===== src/rtl/mem_tp_bit_wrap.sv =====
// Simple two-port memory with a bit-granular write port A and a registered
// read port B whose output holds its value whenever port B is not enabled.
module mem_tp_bit_wrap #(
  parameter string MEM_TYPE      = "auto",
  parameter int    MEM_DATAWIDTH = 128,
  parameter int    MEM_ADDRWIDTH = 4
) (
  input  logic                     clk_i,
  input  logic                     ena_i,
  input  logic [MEM_DATAWIDTH-1:0] wea_i,
  input  logic [MEM_ADDRWIDTH-1:0] addra_i,
  input  logic [MEM_DATAWIDTH-1:0] dina_i,
  input  logic                     enb_i,
  input  logic [MEM_ADDRWIDTH-1:0] addrb_i,
  output logic [MEM_DATAWIDTH-1:0] doutb_o
);

  localparam int DEPTH = 1 << MEM_ADDRWIDTH;

  logic [MEM_DATAWIDTH-1:0] doutb_q;

  // One branch per memory style so the synthesis attribute can stay a literal.
  if (MEM_TYPE == "block") begin : gBlock
    (* ram_style = "block" *) logic [MEM_DATAWIDTH-1:0] mem [DEPTH];

    always_ff @(posedge clk_i) begin
      if (ena_i) mem[addra_i] <= (mem[addra_i] & ~wea_i) | (dina_i & wea_i);
      if (enb_i) doutb_q <= mem[addrb_i];
    end
  end else if (MEM_TYPE == "distributed") begin : gDistributed
    (* ram_style = "distributed" *) logic [MEM_DATAWIDTH-1:0] mem [DEPTH];

    always_ff @(posedge clk_i) begin
      if (ena_i) mem[addra_i] <= (mem[addra_i] & ~wea_i) | (dina_i & wea_i);
      if (enb_i) doutb_q <= mem[addrb_i];
    end
  end else if (MEM_TYPE == "ultra") begin : gUltra
    (* ram_style = "ultra" *) logic [MEM_DATAWIDTH-1:0] mem [DEPTH];

    always_ff @(posedge clk_i) begin
      if (ena_i) mem[addra_i] <= (mem[addra_i] & ~wea_i) | (dina_i & wea_i);
      if (enb_i) doutb_q <= mem[addrb_i];
    end
  end else begin : gAuto
    logic [MEM_DATAWIDTH-1:0] mem [DEPTH];

    always_ff @(posedge clk_i) begin
      if (ena_i) mem[addra_i] <= (mem[addra_i] & ~wea_i) | (dina_i & wea_i);
      if (enb_i) doutb_q <= mem[addrb_i];
    end
  end

  assign doutb_o = doutb_q;

endmodule


===== src/rtl/mem_tp_fifo.sv =====
// Valid/ready FIFO built on a two-port memory; the head word comes straight
// from the memory's registered read port, so rd_valid tracks that register.
module mem_tp_fifo #(
  parameter string MEM_TYPE      = "auto",
  parameter int    MEM_DATAWIDTH = 128,
  parameter int    MEM_ADDRWIDTH = 4
) (
  input  logic                     clk,
  input  logic                     reset,
  input  logic                     flush,
  input  logic                     wr_valid,
  output logic                     wr_ready,
  input  logic [MEM_DATAWIDTH-1:0] wr_data,
  output logic                     rd_valid,
  input  logic                     rd_ready,
  output logic [MEM_DATAWIDTH-1:0] rd_data,
  output logic [MEM_ADDRWIDTH:0]   level,
  output logic                     empty,
  output logic                     full
);

  localparam logic [MEM_ADDRWIDTH:0] DEPTH = {1'b1, {MEM_ADDRWIDTH{1'b0}}};

  logic [MEM_ADDRWIDTH-1:0] wrPtr_q, wrPtr_d;
  logic [MEM_ADDRWIDTH-1:0] rdPtr_q, rdPtr_d;
  logic [MEM_ADDRWIDTH:0]   memCnt_q, memCnt_d;
  logic                     rdValid_q, rdValid_d;
  logic                     push;
  logic                     pop;
  logic                     readIssue;

  // wr_ready looks only at the stored count, so a pop while full frees a slot
  // one cycle later rather than forming a combinational path to rd_ready.
  assign wr_ready  = (memCnt_q != DEPTH) && !reset && !flush;
  assign push      = wr_valid && wr_ready;
  assign pop       = rdValid_q && rd_ready;
  assign readIssue = (memCnt_q != '0) && (!rdValid_q || rd_ready) && !reset && !flush;

  always_comb begin
    wrPtr_d   = wrPtr_q;
    rdPtr_d   = rdPtr_q;
    memCnt_d  = memCnt_q + (MEM_ADDRWIDTH+1)'(push) - (MEM_ADDRWIDTH+1)'(readIssue);
    rdValid_d = rdValid_q;
    if (push)      wrPtr_d = wrPtr_q + (MEM_ADDRWIDTH)'(1);
    if (readIssue) rdPtr_d = rdPtr_q + (MEM_ADDRWIDTH)'(1);
    if (readIssue)  rdValid_d = 1'b1;
    else if (pop)   rdValid_d = 1'b0;
  end

  always_ff @(posedge clk) begin
    if (reset || flush) begin
      wrPtr_q   <= '0;
      rdPtr_q   <= '0;
      memCnt_q  <= '0;
      rdValid_q <= 1'b0;
    end else begin
      wrPtr_q   <= wrPtr_d;
      rdPtr_q   <= rdPtr_d;
      memCnt_q  <= memCnt_d;
      rdValid_q <= rdValid_d;
    end
  end

  assign rd_valid = rdValid_q;
  assign level    = memCnt_q + (MEM_ADDRWIDTH+1)'(rdValid_q);
  assign empty    = (level == '0);
  assign full     = !wr_ready;

  mem_tp_bit_wrap #(
    .MEM_TYPE      (MEM_TYPE),
    .MEM_DATAWIDTH (MEM_DATAWIDTH),
    .MEM_ADDRWIDTH (MEM_ADDRWIDTH)
  ) uMem (
    .clk_i   (clk),
    .ena_i   (push),
    .wea_i   ({MEM_DATAWIDTH{1'b1}}),
    .addra_i (wrPtr_q),
    .dina_i  (wr_data),
    .enb_i   (readIssue),
    .addrb_i (rdPtr_q),
    .doutb_o (rd_data)
  );

endmodule

===== config.mk =====
export PLATFORM = sky130hd
export DESIGN_NAME = mem_tp_fifo
export DESIGN_NICKNAME = d
export VERILOG_FILES = /design/src/rtl/mem_tp_bit_wrap.sv /design/src/rtl/mem_tp_fifo.sv
export SDC_FILE = /design/constraint.sdc
export NUM_CORES = 2
export LEC_CHECK = 0
export BUFFER_PORTS_ARGS = -buffer_cell sky130_fd_sc_hd__buf_2
export CAP_MARGIN = 20
export CORE_ASPECT_RATIO = 1.25
export CORE_MARGIN = 1.5
export CORE_UTILIZATION = 45
export DETAILED_ROUTE_END_ITERATION = 16
export GPL_TIMING_DRIVEN = 0
export PLACE_DENSITY_LB_ADDON = 0.12
export SKIP_LAST_GASP = 1
export SYNTH_ARGS = -nofsm -noshare
export SYNTH_HDL_FRONTEND = slang
export SYNTH_SLANG_ARGS = --single-unit

===== constraint.sdc =====
create_clock -name clk -period 13.82 [get_ports clk]
set_input_delay 2.764 -clock clk [delete_from_list [all_inputs] [get_ports clk]]
set_output_delay 2.764 -clock clk [all_outputs]
set_load 0.02 [all_outputs]

==> run summary <==
The run finished with clean final reports. In this run, synthesis produced a sequential element count of 2190. The longest clock path from root to sink contains 3 buffers. The H-tree was split into 4 levels.

Setup repair after global routing left no endpoint under its margin. The combinational group share of total power came out at 5.7%. The overall fraction of global-route tracks in use was 23.1%. For the fraction of power consumed by the clock network, the log shows 40.4%. Sequential cells burn 53.9% of the power.

The fraction of final layout cells sized beyond drive strength 1 came out at 23.0%. After global routing the overflow that remains totals 0. Once detailed placement completed, the half-perimeter wirelength came to 139 mm. STA classifies the critical path endpoint as an output port.

The share of the cycle needed by the critical path after routing came out at 45.3%. In this run the worst hold path is classified as reg2reg. The detailed router put a total of 90.8 mm of wire on met1.

For this design the static power due to leakage is 29.9 nW. The floorplan step defined a die boundary enclosing 187000 um2. Relative to the synthesized area, the layout overhead comes to 16.5%. For the number of resized instances in the post-cts repair step, the log shows 0. The tools report the count of synthesis-stage warnings from yosys as 0. The highest metal layer with signal wires was met5.

The initial utilization of the core area, before any placement, comes to 45.4%. The routed design has 215 mm of wire. For this design the total switching power over the nets is 0.00291 W. The switching share of power came out at 21.3%.

The tools report the internal power as 0.0108 W. Yosys mapped a number of flops with a built-in enable equal to 2176. The tools report the final-report max-slew violation count as 0.

The logs give 11060 ps for the required time of the critical path and 584 ps for the worst hold slack across all endpoints. For this run, the leading register cell type out of synthesis is sky130_fd_sc_hd__edfxtp_1. The area of the core region is 182000 um2. The detail-routed net length per standard cell works out to 30.2 um. The mapped netlist covers 82800 um2. The setup path with the least slack is of type in2out.

In this run the core area contains 175 standard-cell rows. TritonCTS built the clock tree. Between clock sinks in the finished design, the worst skew comes to 33.8 ps. The die width came out at 387 um. Synthesized area divided by synthesized cell count: 21.1 um2.

The die is 483 um tall. The count of final hold-check violations came out at 0. Measured against its own limit, the worst slew margin works out to 24.0%. Wire segments on met3 add up to 13.4 mm in the final route. The async set-reset flop share out of synthesis was 0%; the final instance count without filler cells was 7132. For this design, the CTS-stage hold fixing added 0 buffers. The via count of the first global-routing pass is 42214, and the cell count after synthesis is 3914. The tools report the final weighted congestion in routability-driven placement as 0.732.

The logs give 0 for the antenna violation net count after detailed routing and 0 for the post-CTS repair timing setup buffer count. Wire segments on met2 add up to 106 mm in the final route. When the netlist entered floorplanning its net count stood at 4063. In this run, the number of DRC markers left after iteration 0 of detailed routing was 3913. The total via count after detailed routing is 41359.

270 I/O pins were placed. The number of cells in the design after placement was 6730; the sequential-to-total area share from yosys stat was 79.3%. At the pin with the least slew margin, the transition time is 1140 ps.

Port buffering added 269 buffers. The run gives 2190 as the clock net sink count. For this design the ratio of total power to cell area is 142 nW/um2. For the iteration count of the initial detailed-routing pass, the log shows 5.

The residual DRC count was 0; the worst slack at placement was 7550 ps. The initial antenna violation count was 53. Clock latency on the worst-skew pair, taken at its later pin, is 860 ps. Max-cap violations in this run came to 0.

The count of different cell masters after synthesis was 37; the total clock buffers created by CTS was 209. STA puts the critical path data arrival time at 3500 ps. The worst setup path is launched from an input port.

The logs give 7560 ps for the worst path setup slack after routing and 50 for the pin count of the biggest net entering global routing. In the final timing run, aggregate negative setup slack is 0 ps. The net count of the finished layout is 4701.

The worst vdd rail ir drop was 117 uV. Dividing the detail-routed via count by the number of cells gives 5.80. For the first-pass GRT wire length, the log shows 307 mm. The top cell types in the final layout, fill and taps aside, are 2176 x sky130_fd_sc_hd__edfxtp_1, 509 x sky130_fd_sc_hd__mux2i_1, 313 x sky130_fd_sc_hd__buf_2, 259 x sky130_fd_sc_hd__mux4_2, 254 x sky130_fd_sc_hd__a221oi_1. The master cell of the clock root buffer was sky130_fd_sc_hd__clkbuf_16. Leaving out fill and tap cells, the most frequent cell in the layout is sky130_fd_sc_hd__edfxtp_1.

The smallest clock period supported by the final layout is computed as 6260 ps. The clock slew seen by the registers of the worst setup and hold paths is 60 ps. The maximum clock rate came out at 160 MHz. Setup violations remaining at the end of the flow were counted as 0. Maximum net fanout on the critical path: 6.
-- critical path, cell delays in order --
cell and delay (ps):
sky130_fd_sc_hd__buf_2 100, sky130_fd_sc_hd__nor2_1 260, sky130_fd_sc_hd__and2_1 190, sky130_fd_sc_hd__inv_1 40, sky130_fd_sc_hd__buf_2 150
-- logic make-up (layout without fill, tap and decap cells) --
group           count (synthesis)  in the layout  synth area share (%)
other cells                     0             16                     0
mux                           768            768                  13.2
fa+ha+maj                      16             16                 0.251
simple gates                  185            185                 0.928
buf+inv                       229           1042                  1.56
flops                        2190           2190                  79.3
xor+xnor                       12             12                 0.127
compound gates                514            514                  4.65
-- power by group through the flow --
stage	logic, W	registers [W]	clock network (W)
floorplan	0.000460	0.00754	0
CTS	0.000792	0.00737	0.00564
global route	0.000832	0.00737	0.00588
global placement	0.000767	0.00753	0
detailed placement	0.000791	0.00751	0
finish	0.000775	0.00737	0.00553
-- metal layers --
layer | global-route usage, % | vias up
li1 | - | 17786
met1 | 31.3 | 21889
met2 | 38.5 | 1323
met3 | 4.22 | 319
met4 | 6.32 | 42
met5 | 0 | -
-- through the flow --
stage	total power [W]	utilization [%]	instance area (um2)
floorplan	0.00800	-	82800
global placement	0.00830	47.8	87100
detailed placement	0.00830	49.3	89900
CTS	0.0138	52.8	96400
global route	0.0141	52.8	96400
finish	0.0137	52.9	96400
-- sequential cells by signal, summed over array words and instances, names as in the netlist --
name and flops:
uMem.doutb_o 128, uMem.gAuto.mem 2048, wrPtr_q 4, rd_valid 1, memCnt_q 5, rdPtr_q 4
-- cell usage after synthesis (all sizes together), types with 4 or more instances --
cell / count / share of area, %
buf: 122 / 1.1
mux4: 259 / 7.0
and2: 4 / 0.030
dfxtp: 14 / 0.34
xnor2: 7 / 0.074
o21ai: 128 / 0.77
a221oi: 254 / 2.7
ha: 15 / 0.23
nor2: 23 / 0.10
a22oi: 127 / 1.2
nand2: 134 / 0.61
inv: 12 / 0.054
edfxtp: 2176 / 79
nand2b: 4 / 0.030
xor2: 5 / 0.053
mux2i: 509 / 6.2
nor3: 6 / 0.036
clkbuf: 95 / 0.43
-- cell type report --
type                    count  area, um2
multi-input cells        1495      16000
well taps                2389       2990
clock buffers             270       5540
clock inverters           116        970
diodes                     16       40.0
inverters                  12       45.0
fillers                 14228      86000
plain buffers             217       1250
repair buffers            427       3980
flip-flops and latches   2190      65600
-- path summary, 6_finish.rpt --
kind | endpoint | slack [ps] | start | cells after the start
max | full | 7560 | reset | 5
min | wrPtr_q[1] | 580 | wrPtr_q[1] | 2
max reg2reg | uMem.gAuto.mem[2][58] | 9840 | memCnt_q[2] | 14
min reg2reg | wrPtr_q[1] | 580 | wrPtr_q[1] | 2
No activity file was read; power rests on OpenSTA's default activity.
